File: src/rtl/secded_decoder_pipe.sv
// Two-stage SECDED (extended Hamming) decoder with valid/ready flow control.
// Define SECDED_DECODER_PIPE_ERR_CNT_EN to add cnt_clr/sec_cnt/ded_cnt error counters.
module secded_decoder_pipe #(
    parameter int unsigned DATA_W  = 64,
    parameter int unsigned CHECK_W = 8,
    parameter int unsigned CNT_W   = 16
) (
    input  logic                      clk,
    input  logic                      rst,
    input  logic                      in_valid,
    output logic                      in_ready,
    input  logic [DATA_W+CHECK_W-1:0] in_data,
    output logic                      out_valid,
    input  logic                      out_ready,
    output logic [DATA_W-1:0]         out_data,
    output logic                      out_single,
    output logic                      out_double,
    output logic [CHECK_W-1:0]        out_syndrome
`ifdef SECDED_DECODER_PIPE_ERR_CNT_EN
    ,
    input  logic                      cnt_clr,
    output logic [CNT_W-1:0]          sec_cnt,
    output logic [CNT_W-1:0]          ded_cnt
`endif
);
    localparam int unsigned H_W  = CHECK_W - 1;
    localparam int unsigned NPOS = 1 << H_W;

    typedef logic [H_W-1:0]    pos_t;
    typedef pos_t [DATA_W-1:0] pos_tab_t;

    // Hamming position of each data bit: ascending non-power-of-two positions from 3.
    function automatic pos_tab_t build_pos_tab();
        pos_tab_t    tab;
        int unsigned idx;
        tab = '0;
        idx = 0;
        for (int unsigned p = 3; p < NPOS; p++) begin
            if ((p & (p - 1)) != 0 && idx < DATA_W) begin
                tab[idx] = pos_t'(p);
                idx++;
            end
        end
        return tab;
    endfunction

    localparam pos_tab_t POS = build_pos_tab();

    logic               s1_valid_q;
    logic [DATA_W-1:0]  s1_data_q;
    pos_t               s1_syn_q, s1_syn_d;
    logic               s1_par_q, s1_par_d;

    logic               s2_valid_q;
    logic [DATA_W-1:0]  s2_data_q, s2_data_d;
    logic               s2_single_q, s2_single_d;
    logic               s2_double_q, s2_double_d;
    logic [CHECK_W-1:0] s2_syn_q;

    logic               s2_take;
    logic               s1_open;

    assign s2_take  = !s2_valid_q || out_ready;
    assign s1_open  = !s1_valid_q || s2_take;
    assign in_ready = !rst && s1_open;

    always_comb begin
        pos_t calc;
        calc = '0;
        for (int unsigned i = 0; i < H_W; i++) begin
            for (int unsigned j = 0; j < DATA_W; j++) begin
                if (POS[j][i]) calc[i] = calc[i] ^ in_data[j];
            end
        end
        s1_syn_d = calc ^ in_data[DATA_W +: H_W];
        s1_par_d = ^in_data;
    end

    // Any syndrome up to the last data position is a real position; powers of two are check bits.
    always_comb begin
        logic valid_pos;
        valid_pos   = ((s1_syn_q & (s1_syn_q - pos_t'(1))) == '0) ||
                      (s1_syn_q <= POS[DATA_W-1]);
        s2_single_d = s1_par_q && valid_pos;
        s2_double_d = (s1_par_q && !valid_pos) || (!s1_par_q && (s1_syn_q != '0));
        s2_data_d   = s1_data_q;
        for (int unsigned j = 0; j < DATA_W; j++) begin
            if (s2_single_d && (s1_syn_q == POS[j])) s2_data_d[j] = ~s1_data_q[j];
        end
    end

    always_ff @(posedge clk) begin
        if (rst) begin
            s1_valid_q  <= 1'b0;
            s1_data_q   <= '0;
            s1_syn_q    <= '0;
            s1_par_q    <= 1'b0;
            s2_valid_q  <= 1'b0;
            s2_data_q   <= '0;
            s2_single_q <= 1'b0;
            s2_double_q <= 1'b0;
            s2_syn_q    <= '0;
        end else begin
            if (s1_open) begin
                s1_valid_q <= in_valid;
                if (in_valid) begin
                    s1_data_q <= in_data[DATA_W-1:0];
                    s1_syn_q  <= s1_syn_d;
                    s1_par_q  <= s1_par_d;
                end
            end
            if (s2_take) begin
                s2_valid_q <= s1_valid_q;
                if (s1_valid_q) begin
                    s2_data_q   <= s2_data_d;
                    s2_single_q <= s2_single_d;
                    s2_double_q <= s2_double_d;
                    s2_syn_q    <= {s1_par_q, s1_syn_q};
                end
            end
        end
    end

    assign out_valid    = s2_valid_q;
    assign out_data     = s2_data_q;
    assign out_single   = s2_single_q;
    assign out_double   = s2_double_q;
    assign out_syndrome = s2_syn_q;

`ifdef SECDED_DECODER_PIPE_ERR_CNT_EN
    typedef logic [CNT_W-1:0] cnt_t;

    cnt_t sec_cnt_q, sec_cnt_d;
    cnt_t ded_cnt_q, ded_cnt_d;
    logic out_fire;

    always_comb begin
        out_fire  = s2_valid_q && out_ready;
        sec_cnt_d = sec_cnt_q;
        ded_cnt_d = ded_cnt_q;
        if (cnt_clr) begin
            sec_cnt_d = '0;
            ded_cnt_d = '0;
        end else begin
            if (out_fire && s2_single_q && (sec_cnt_q != '1)) sec_cnt_d = sec_cnt_q + cnt_t'(1);
            if (out_fire && s2_double_q && (ded_cnt_q != '1)) ded_cnt_d = ded_cnt_q + cnt_t'(1);
        end
    end

    always_ff @(posedge clk) begin
        if (rst) begin
            sec_cnt_q <= '0;
            ded_cnt_q <= '0;
        end else begin
            sec_cnt_q <= sec_cnt_d;
            ded_cnt_q <= ded_cnt_d;
        end
    end

    assign sec_cnt = sec_cnt_q;
    assign ded_cnt = ded_cnt_q;
`endif

endmodule

File: config.mk
export PLATFORM = sky130hd
export DESIGN_NAME = secded_decoder_pipe
export DESIGN_NICKNAME = d
export VERILOG_FILES = /design/src/rtl/secded_decoder_pipe.sv
export SDC_FILE = /design/constraint.sdc
export NUM_CORES = 1
export LEC_CHECK = 0
export CAP_MARGIN = 20
export CORE_MARGIN = 5
export CORE_UTILIZATION = 52
export CTS_BUF_LIST = sky130_fd_sc_hd__clkbuf_16
export CTS_CLUSTER_DIAMETER = 150
export DETAILED_ROUTE_END_ITERATION = 16
export GPL_TIMING_DRIVEN = 0
export PLACE_DENSITY = 0.81
export SKIP_CTS_REPAIR_TIMING = 1
export SYNTH_ARGS = -nofsm -noshare
export SYNTH_HDL_FRONTEND = slang
export SYNTH_SLANG_ARGS = --single-unit
export TNS_END_PERCENT = 10
File: constraint.sdc
create_clock -name clk -period 2.9 [get_ports clk]
set_clock_uncertainty 0.05 [all_clocks]
set_input_delay 0.435 -clock clk [delete_from_list [all_inputs] [get_ports clk]]
set_output_delay 0.435 -clock clk [all_outputs]
set_load 0.02 [all_outputs]
==> results of run 1 <==
==> critical path, cell delays in order <==
cell	delay, ps
sky130_fd_sc_hd__clkdlybuf4s50_1	480
sky130_fd_sc_hd__xor2_1	200
sky130_fd_sc_hd__xnor2_1	520
sky130_fd_sc_hd__xnor3_1	570
sky130_fd_sc_hd__xnor2_1	200
sky130_fd_sc_hd__xnor3_1	290
sky130_fd_sc_hd__a211oi_2	210
==> power groups by stage <==
stage                     registers [W]  logic (W)  clock network [W]
after global routing            0.00235    0.00232            0.00222
after global placement          0.00237    0.00211                  0
after detailed placement        0.00237    0.00214                  0
after CTS                       0.00233    0.00216            0.00211
final                           0.00234    0.00218            0.00210
after floorplan                 0.00242    0.00137                  0
==> path summary, 6_finish.rpt <==
kind | from | end | slack, ps | cells past startpoint
hold / removal | out_single$_SDFFE_PP0P_ | out_single$_SDFFE_PP0P_ | 400 | 2
hold reg to reg | out_single$_SDFFE_PP0P_ | out_single$_SDFFE_PP0P_ | 400 | 2
setup / recovery | in_data[50] | s1_par_q$_SDFFE_PP0P_ | 290 | 7
setup reg to reg | s1_syn_q[6]$_SDFFE_PP0P_ | out_data[17]$_SDFFE_PP0P_ | 510 | 6
==> cell type report <==
class	instances	share of cell area, %
plain buffers	61	2.66
clock buffers	17	4.35
clock inverters	15	1.43
multi-input cells	679	43.6
flip-flops and latches	148	30.3
well taps	180	2.30
repair buffers	150	15.3
==> sequential cells by signal (all words and copies together), names as in the netlist <==
| name | count |
|---|---|
| out_data | 64 |
| s1_data_q | 64 |
| out_syndrome | 8 |
| s1_syn_q | 7 |
| out_double | 1 |
| out_single | 1 |
| out_valid | 1 |
| s1_par_q | 1 |
| s1_valid_q | 1 |
==> placed cells by master (no fill, tap or decap), types with 2 or more instances in the layout <==
cell type	Yosys	routed
sky130_fd_sc_hd__clkbuf_1	55	55
sky130_fd_sc_hd__clkbuf_16	0	17
sky130_fd_sc_hd__a211oi_1	28	28
sky130_fd_sc_hd__xnor2_1	92	92
sky130_fd_sc_hd__clkinvlp_4	0	4
sky130_fd_sc_hd__buf_6	3	3
sky130_fd_sc_hd__xor2_1	35	35
sky130_fd_sc_hd__nand2_1	176	176
sky130_fd_sc_hd__a21oi_1	77	77
sky130_fd_sc_hd__and3_1	2	2
sky130_fd_sc_hd__bufinv_16	0	2
sky130_fd_sc_hd__nor3_1	5	5
sky130_fd_sc_hd__nor2_1	83	83
sky130_fd_sc_hd__o21ai_0	43	43
sky130_fd_sc_hd__nor2b_1	7	7
sky130_fd_sc_hd__clkinv_2	0	5
sky130_fd_sc_hd__xnor2_2	3	3
sky130_fd_sc_hd__nand3_1	7	7
sky130_fd_sc_hd__dfxtp_1	148	148
sky130_fd_sc_hd__nand2b_1	3	3
sky130_fd_sc_hd__xnor3_1	16	16
sky130_fd_sc_hd__and2_1	3	3
sky130_fd_sc_hd__nor3b_1	2	2
sky130_fd_sc_hd__clkdlybuf4s50_1	0	150
sky130_fd_sc_hd__or3_1	44	44
sky130_fd_sc_hd__a311oi_1	43	43
==> cell usage after synthesis, drive strengths merged <==
cell type	count	area [µm²]
and2	3	18.8
and4bb	1	12.5
and3	2	12.5
a211oi	29	223
buf	5	45.0
nor2b	7	43.8
a21oi	77	385
xnor2	95	855
nor2	83	312
a311oi	43	377
nor3b	2	15.0
xor2	35	307
xor3	1	23.8
or3b	1	8.76
o31ai	1	7.51
nand3b	1	7.51
dfxtp	148	2960
o21ai	43	215
nor4	1	6.26
nand2b	3	18.8
dlygate4sd1	1	8.76
nor4b	1	15.0
nand2	176	661
clkbuf	55	206
or3	44	275
nand3	7	35.0
xnor3	18	410
nor3	5	25.0
==> metal layers <==
layer	vias to the layer above	wire length [µm]	track usage, %
li1	3378	-	-
met1	3214	9380	38.8
met2	438	10500	42.7
met3	62	2970	7.20
met4	0	788	11.2
met5	-	0	0
==> per-stage QoR <==
step	power, W	setup TNS, ps	cells
4_1_cts	0.00661	0	1250
3_3_place_gp	0.00448	-72.9	1218
6_report	0.00662	0	1250
3_5_place_dp	0.00451	-92.7	1218
2_1_floorplan	0.00379	0	888
5_1_grt	0.00689	0	1250
==> kinds of logic after synthesis <==
kind of cell	count (synthesis)	share of synthesized area, %
compound gates	193	16.1
xor+xnor	149	21.3
buf+inv	61	3.47
flops	148	39.5
simple gates	337	19.6
==> impl_summary.txt, run 1 <==
----------------------------------------------------
[Status]
  Result of the run ... complete, no violations

[Drt]
  Via count ... 7092
  First-iteration detailed-routing DRC count ... 732
  Count of unresolved DRC violations after routing ... 0
  First-pass detailed-route iteration total ... 6
  Antenna Violating Nets Remaining ... 0
  Routed wirelength normalized by instance count ... 18.9 µm
  Via density ... 5.67
  Final routed wirelength across all metal layers ... 23600 µm

[Cells and area]
  Finished Cell Area ... 9780 µm²
  Total area of multi-input combinational cells ... ~4300 µm²
  Net count reported at finish ... 1133
  Area growth, synth to finish ... 30.6%
  Diodes inserted ... 0
  Number of fillers in the final layout ... 1119
  Sequential cell area in the final layout ... 2960 µm²
  Final core utilization ... 69.9%
  Share of layout cells above drive strength 1 ... 4.02%

[Floorplan]
  Number of placement rows ... 43
  I/O pin total ... ~150
  Chip Width ... 130 µm
  Core region area ... around 14000 µm²
  Die height ... roughly 130 µm
  Initial cell density of the core ... 53.6%
  DIE AREA ... about 17000 µm²

[Worst setup path]
  Worst-path fanout max ... 3
  Data required, critical path ... approximately 3200 ps
  Critical Path Start Type ... input pin
  Setup crit end kind ... flip-flop
  CP arrival ... 2920 ps
  Type of the worst setup path ... input pin to flip-flop

[Yosys]
  Number of register bits inferred by synthesis ... 148
  Total of warnings raised by yosys ... 0
  Mapped Cells ... just under 900
  Netlist cell types ... 34
  Synthesized net count ... about 960
  Synthesized area divided by synthesized cell count ... 8.44 µm²
  Netlist area before placement ... 7490 µm²
  Share of the yosys chip area belonging to registers ... 39.5%

[Global routing]
  Maximum number of pins on one net before global-route repair ... 17
  Wire length of the first global-routing pass ... 36200 µm
  GR Util All Layers ... between 20 and 30%
  Via count of the first global-routing pass ... 6672
  Antenna violations before repair ... 0
  Grt ovf ... 0

[CTS]
  Number of buffers inserted during clock tree synthesis ... 17
  Clock Tree Buf Depth ... 2
  Clock sinks ... 148
  Clock latency of the later-clocked register in the worst-skew pair ... about 430 ps
  CTS H-Tree Depth ... 4
  Worst-path clk slew ... roughly 60 ps
  Clock tree root buffer cell ... sky130_fd_sc_hd__clkbuf_16
  CTS tree ... done

[Timing]
  Worst-case headroom to the max-slew limit ... 57.9%
  Unrepaired setup endpoints after global routing ... no
  Final hold slack ... about 400 ps
  Crit share post-route ... 89.9%
  Final Max Slew Viols ... 0
  Shortest clock period the worst path allows after layout ... 2610 ps
  Worst path setup slack after routing ... around 290 ps
  Final setup vio count ... 0
  Fin. Hold Viols ... 0
  Worst Max-Slew Pin Slew ... 627 ps
  Fmax achieved ... 0.383 GHz

[Placed design]
  RD Place Congestion ... 0.986
  Detailed-placement wirelength estimate ... 18400 µm
  Port Buf Inserts ... 150
  Total cell area at the placement stage ... 9220 µm²
  Pre-CTS WS ... -92.7 ps

[Power and ir drop]
  Int Pwr ... around 0.0045 W
  Leakage dissipation ... 3.41 nW
  Total power divided by cell area ... 677 nW/µm²
  Switching Share ... 32.6%
  Clock share of power ... 31.8%
  Combinational share of power ... approximately a third
  Net switching power figure ... 0.00216 W
  Relative contribution of sequential cells to total power ... 35.3%
  Worst IR drop on VDD ... 0.649 mV

[Worst hold path]
  Min-Delay Path Class ... flip-flop to flip-flop

[Job]
  Number of max-cap violations ... 0

----------------------------------------------------
Power figures use the tool's default switching activity.
==> run 2: changes to the inputs <==
Settings changed: ABC_AREA from default to 1, CORE_UTILIZATION 52 to 55, PLACE_DENSITY 0.81 to 0.82.
==> run 2 against run 1 <==
  * Worst setup slack worse by 87 ps
  * Synthesized area increased by 24%
  * Core utilization increased by 0.055 points
  * Cell count is 50% higher
  * Clock power increased by 12%
  * Routed wire length up 27%
  * Combinational power shrank 12%
  * Largest cell class unchanged
  * Largest power group is now the clock network
==> impl_summary.txt, run 2 <==
----------------------------------------------------
[CTS]
  CTS H-Tree Depth ... 4 (unchanged)
  Clock Tree Buf Depth ... 2 (unchanged)
  Number of buffers inserted during clock tree synthesis ... 17 (unchanged)
  Worst-path clk slew ... 70 ps (about the same)
  Clock latency of the later-clocked register in the worst-skew pair ... 430 ps (about the same)
  Clock sinks ... 148 (unchanged)
  CTS tree ... done
  Clock tree root buffer cell ... sky130_fd_sc_hd__clkbuf_16

[Timing]
  Final setup vio count ... 0 (unchanged)
  Worst path setup slack after routing ... 205 ps (-86.8 ps)
  Fin. Hold Viols ... 0 (unchanged)
  Crit share post-route ... 92.9% (+3.0 points)
  Worst-case headroom to the max-slew limit ... 64.0% (+6.1 points)
  Worst Max-Slew Pin Slew ... 538 ps (-88.6 ps)
  Sum of negative setup slack ... 0 ps (unchanged)
  Shortest clock period the worst path allows after layout ... 2690 ps (+86.8 ps)
  Final Max Slew Viols ... 0 (unchanged)
  Unrepaired setup endpoints after global routing ... no
  Fmax achieved ... 0.371 GHz (-3.2%)

[Power and ir drop]
  Total power divided by cell area ... 567 nW/µm² (-16%)
  Power Total ... 0.00658 W (-0.59%)
  Relative contribution of sequential cells to total power ... 35.3% (about the same)
  Int Pwr ... 0.00435 W (-2.7%)
  Net switching power figure ... 0.00224 W (+3.7%)
  Switching Share ... 34.0% (+1.4 points)
  Worst IR drop on VDD ... 0.347 mV (-47%)
  Combinational share of power ... 28.9% (-4.0 points)
  Leakage dissipation ... 5.76 nW (+69%)
  Clock share of power ... 35.7% (+3.9 points)

[Floorplan]
  Initial cell density of the core ... 55.9% (+2.4 points)
  I/O pin total ... 152 (unchanged)
  Die height ... 140 µm (+7.5%)
  DIE AREA ... 19600 µm² (+16%)
  Core region area ... 16600 µm² (+19%)
  Number of placement rows ... 47 (+9.3%)
  Chip Width ... 140 µm (+7.5%)

[Drt]
  Count of unresolved DRC violations after routing ... 0 (unchanged)
  Routed wirelength normalized by instance count ... 16.0 µm (-15%)
  First-pass detailed-route iteration total ... 5 (-1)
  First-iteration detailed-routing DRC count ... 1011 (+38%)
  Antenna Violating Nets Remaining ... 0 (unchanged)
  Final routed wirelength across all metal layers ... 30000 µm (+27%)
  Via density ... 5.28 (-7.0%)
  Via count ... 9893 (+39%)

[Worst setup path]
  Critical path's most frequent cell ... sky130_fd_sc_hd__clkbuf_1
  Setup crit end kind ... output port
  CP arrival ... 2210 ps (-710 ps)
  Cell count of the worst reg-to-reg path ... 7 (+1)
  Critical Path Start Type ... input pin
  Worst path slowest cell ... sky130_fd_sc_hd__clkdlybuf4s50_1
  Worst-path fanout max ... 10 (+7)
  Cells along the critical path ... clkbuf_1, clkinv_1, clkbuf_1, nand2_1, inv_1, clkdlybuf4s50_1
  Data required, critical path ... 2410 ps (-800 ps)
  Type of the worst setup path ... input pin to output port
  Critical Path Max Stage Delay ... 530 ps (-40 ps)

[Global routing]
  Antenna violations before repair ... 0 (unchanged)
  Via count of the first global-routing pass ... 9139 (+37%)
  Maximum number of pins on one net before global-route repair ... 17 (unchanged)
  GR Util All Layers ... 30.0% (+1.7 points)
  Grt ovf ... 0 (unchanged)
  Wire length of the first global-routing pass ... 46700 µm (+29%)

[Yosys]
  Synth top cells by count ... 411 x sky130_fd_sc_hd__nand2_1, 200 x sky130_fd_sc_hd__nor2_1, 196 x sky130_fd_sc_hd__inv_1
  Netlist cell types ... 31 (-8.8%)
  Synthesized area divided by synthesized cell count ... 6.27 µm² (-26%)
  Most used standard cell by instance count after synthesis ... sky130_fd_sc_hd__nand2_1
  Total of warnings raised by yosys ... 0 (unchanged)
  Yosys top cell by area ... sky130_fd_sc_hd__dfxtp_1
  Largest cells by area after synthesis ... sky130_fd_sc_hd__dfxtp_1 32%, sky130_fd_sc_hd__nand2_1 17%, sky130_fd_sc_hd__nor2_1 8.1%
  Mapped Cells ... 1479 (+67%)
  Netlist area before placement ... 9270 µm² (+24%)
  Share of the yosys chip area belonging to registers ... 32.0% (-7.6 points)
  Area fraction of the dominant cell type after synthesis ... 32.0% (-7.6 points)
  Number of register bits inferred by synthesis ... 148 (unchanged)
  Number of flops mapped to enable cells by yosys ... 0 (unchanged)
  Prevailing post-synth register cell ... sky130_fd_sc_hd__dfxtp_1
  Ys async rst share ... 0% (unchanged)
  Synthesized net count ... 1555 (+61%)

[Placed design]
  Total placed cells including tap cells ... 1842 (+51%)
  Total cell area at the placement stage ... 11000 µm² (+19%)
  Pre-CTS WS ... 255 ps (+348 ps)
  Port Buf Inserts ... 143 (-4.7%)
  Detailed-placement wirelength estimate ... 24000 µm (+31%)
  RD Place Congestion ... 0.996 (+1.0%)

[Cells and area]
  Net count reported at finish ... 1717 (+52%)
  Diodes inserted ... 0 (unchanged)
  Commonest non-fill, non-tap cells in the layout ... 411 x sky130_fd_sc_hd__nand2_1, 200 x sky130_fd_sc_hd__nor2_1, 197 x sky130_fd_sc_hd__inv_1
  Number of fillers in the final layout ... 1479 (+32%)
  Share of layout cells above drive strength 1 ... 3.69% (-0.33 points)
  Area growth, synth to finish ... 25.2%
  Final cell count without fillers ... 1874 (+50%)
  Most common cell after layout, fill and taps aside ... sky130_fd_sc_hd__nand2_1
  Finished Cell Area ... 11600 µm² (+19%)

[Status]
  Result of the run ... complete, no violations

[Job]
  Number of max-cap violations ... 0 (unchanged)

[Worst hold path]
  Min-Delay Path Class ... input pin to flip-flop
  Hold Path Depth ... 3 (+1)

----------------------------------------------------
run 2: cell types whose count changed after synthesis, sizes merged, moves of 36 or more:
cell    change
or3        -44
nand2     +238
xor2       +36
nor2      +118
nand3      +53
a311oi     -43
inv       +200
o21ai      +94
run 2: final cells by class:
cell class	count	area, µm²	share of cell area (%)
inverters	202	758	6.53
flip-flops and latches	148	2960	25.5
repair buffers	143	1430	12.3
well taps	220	275	2.37
multi-input cells	1071	5280	45.5
clock buffers	17	425	3.66
plain buffers	58	270	2.33
clock inverters	15	204	1.76
run 2: cell families after synthesis:
group / after synthesis / synth area share (%)
buffers and inverters: 260 / 11.1
AOI/OAI and AO/OA: 219 / 12.8
xor gates and xnor gates: 144 / 13.6
DFF: 148 / 32.0
and+or+nand+nor: 708 / 30.5
run 2: final timing paths:
kind	to	from	slack [ps]
setup reg to reg	out_data[24]$_SDFFE_PP0P_	out_valid$_SDFFE_PP0P_	890
setup / recovery	in_ready	rst	210
hold reg to reg	out_double$_SDFFE_PP0P_	out_double$_SDFFE_PP0P_	420
hold / removal	s1_data_q[48]$_SDFFE_PP0P_	in_data[48]	280
run 2: power by group through the flow:
stage	Sequential, W	Combinational (W)	Clock [W]
floorplan	0.00241	0.00115	0
global placement	0.00236	0.00182	0
detailed placement	0.00236	0.00187	0
CTS	0.00232	0.00188	0.00234
global route	0.00234	0.00211	0.00244
finish	0.00233	0.00191	0.00235
run 2: worst max-delay path, delay by kind of cell:
family | cells | cell delay (ps)
simple gates | 1 | 130
buf+inv | 5 | 1640
run 2: routing by layer:
layer / up-vias / GRT usage [%] / part of all wire (%)
met2: 461 / 50.7 / 46
met4: 0 / 12.3 / 4.2
met3: 75 / 4.43 / 8.3
met1: 4455 / 38.3 / 41
met5: - / 0 / 0
li1: 4902 / - / -
run 2: metrics by stage:
| stage | hold slack, ps | utilization [%] |
|---|---|---|
| 6_report | 278 | 70.0 |
| 5_1_grt | 290 | 70.0 |
| 4_1_cts | 281 | 70.0 |
| 3_5_place_dp | 410 | 66.2 |
| 3_3_place_gp | 409 | 66.2 |
| 2_1_floorplan | 391 | - |
==> run 3: changes to the inputs <==
Settings changed: ABC_CLOCK_PERIOD_IN_PS from default to 2900.
==> results of run 3 <==
The final DEF is identical to that of run 2; final timing and power are the same.
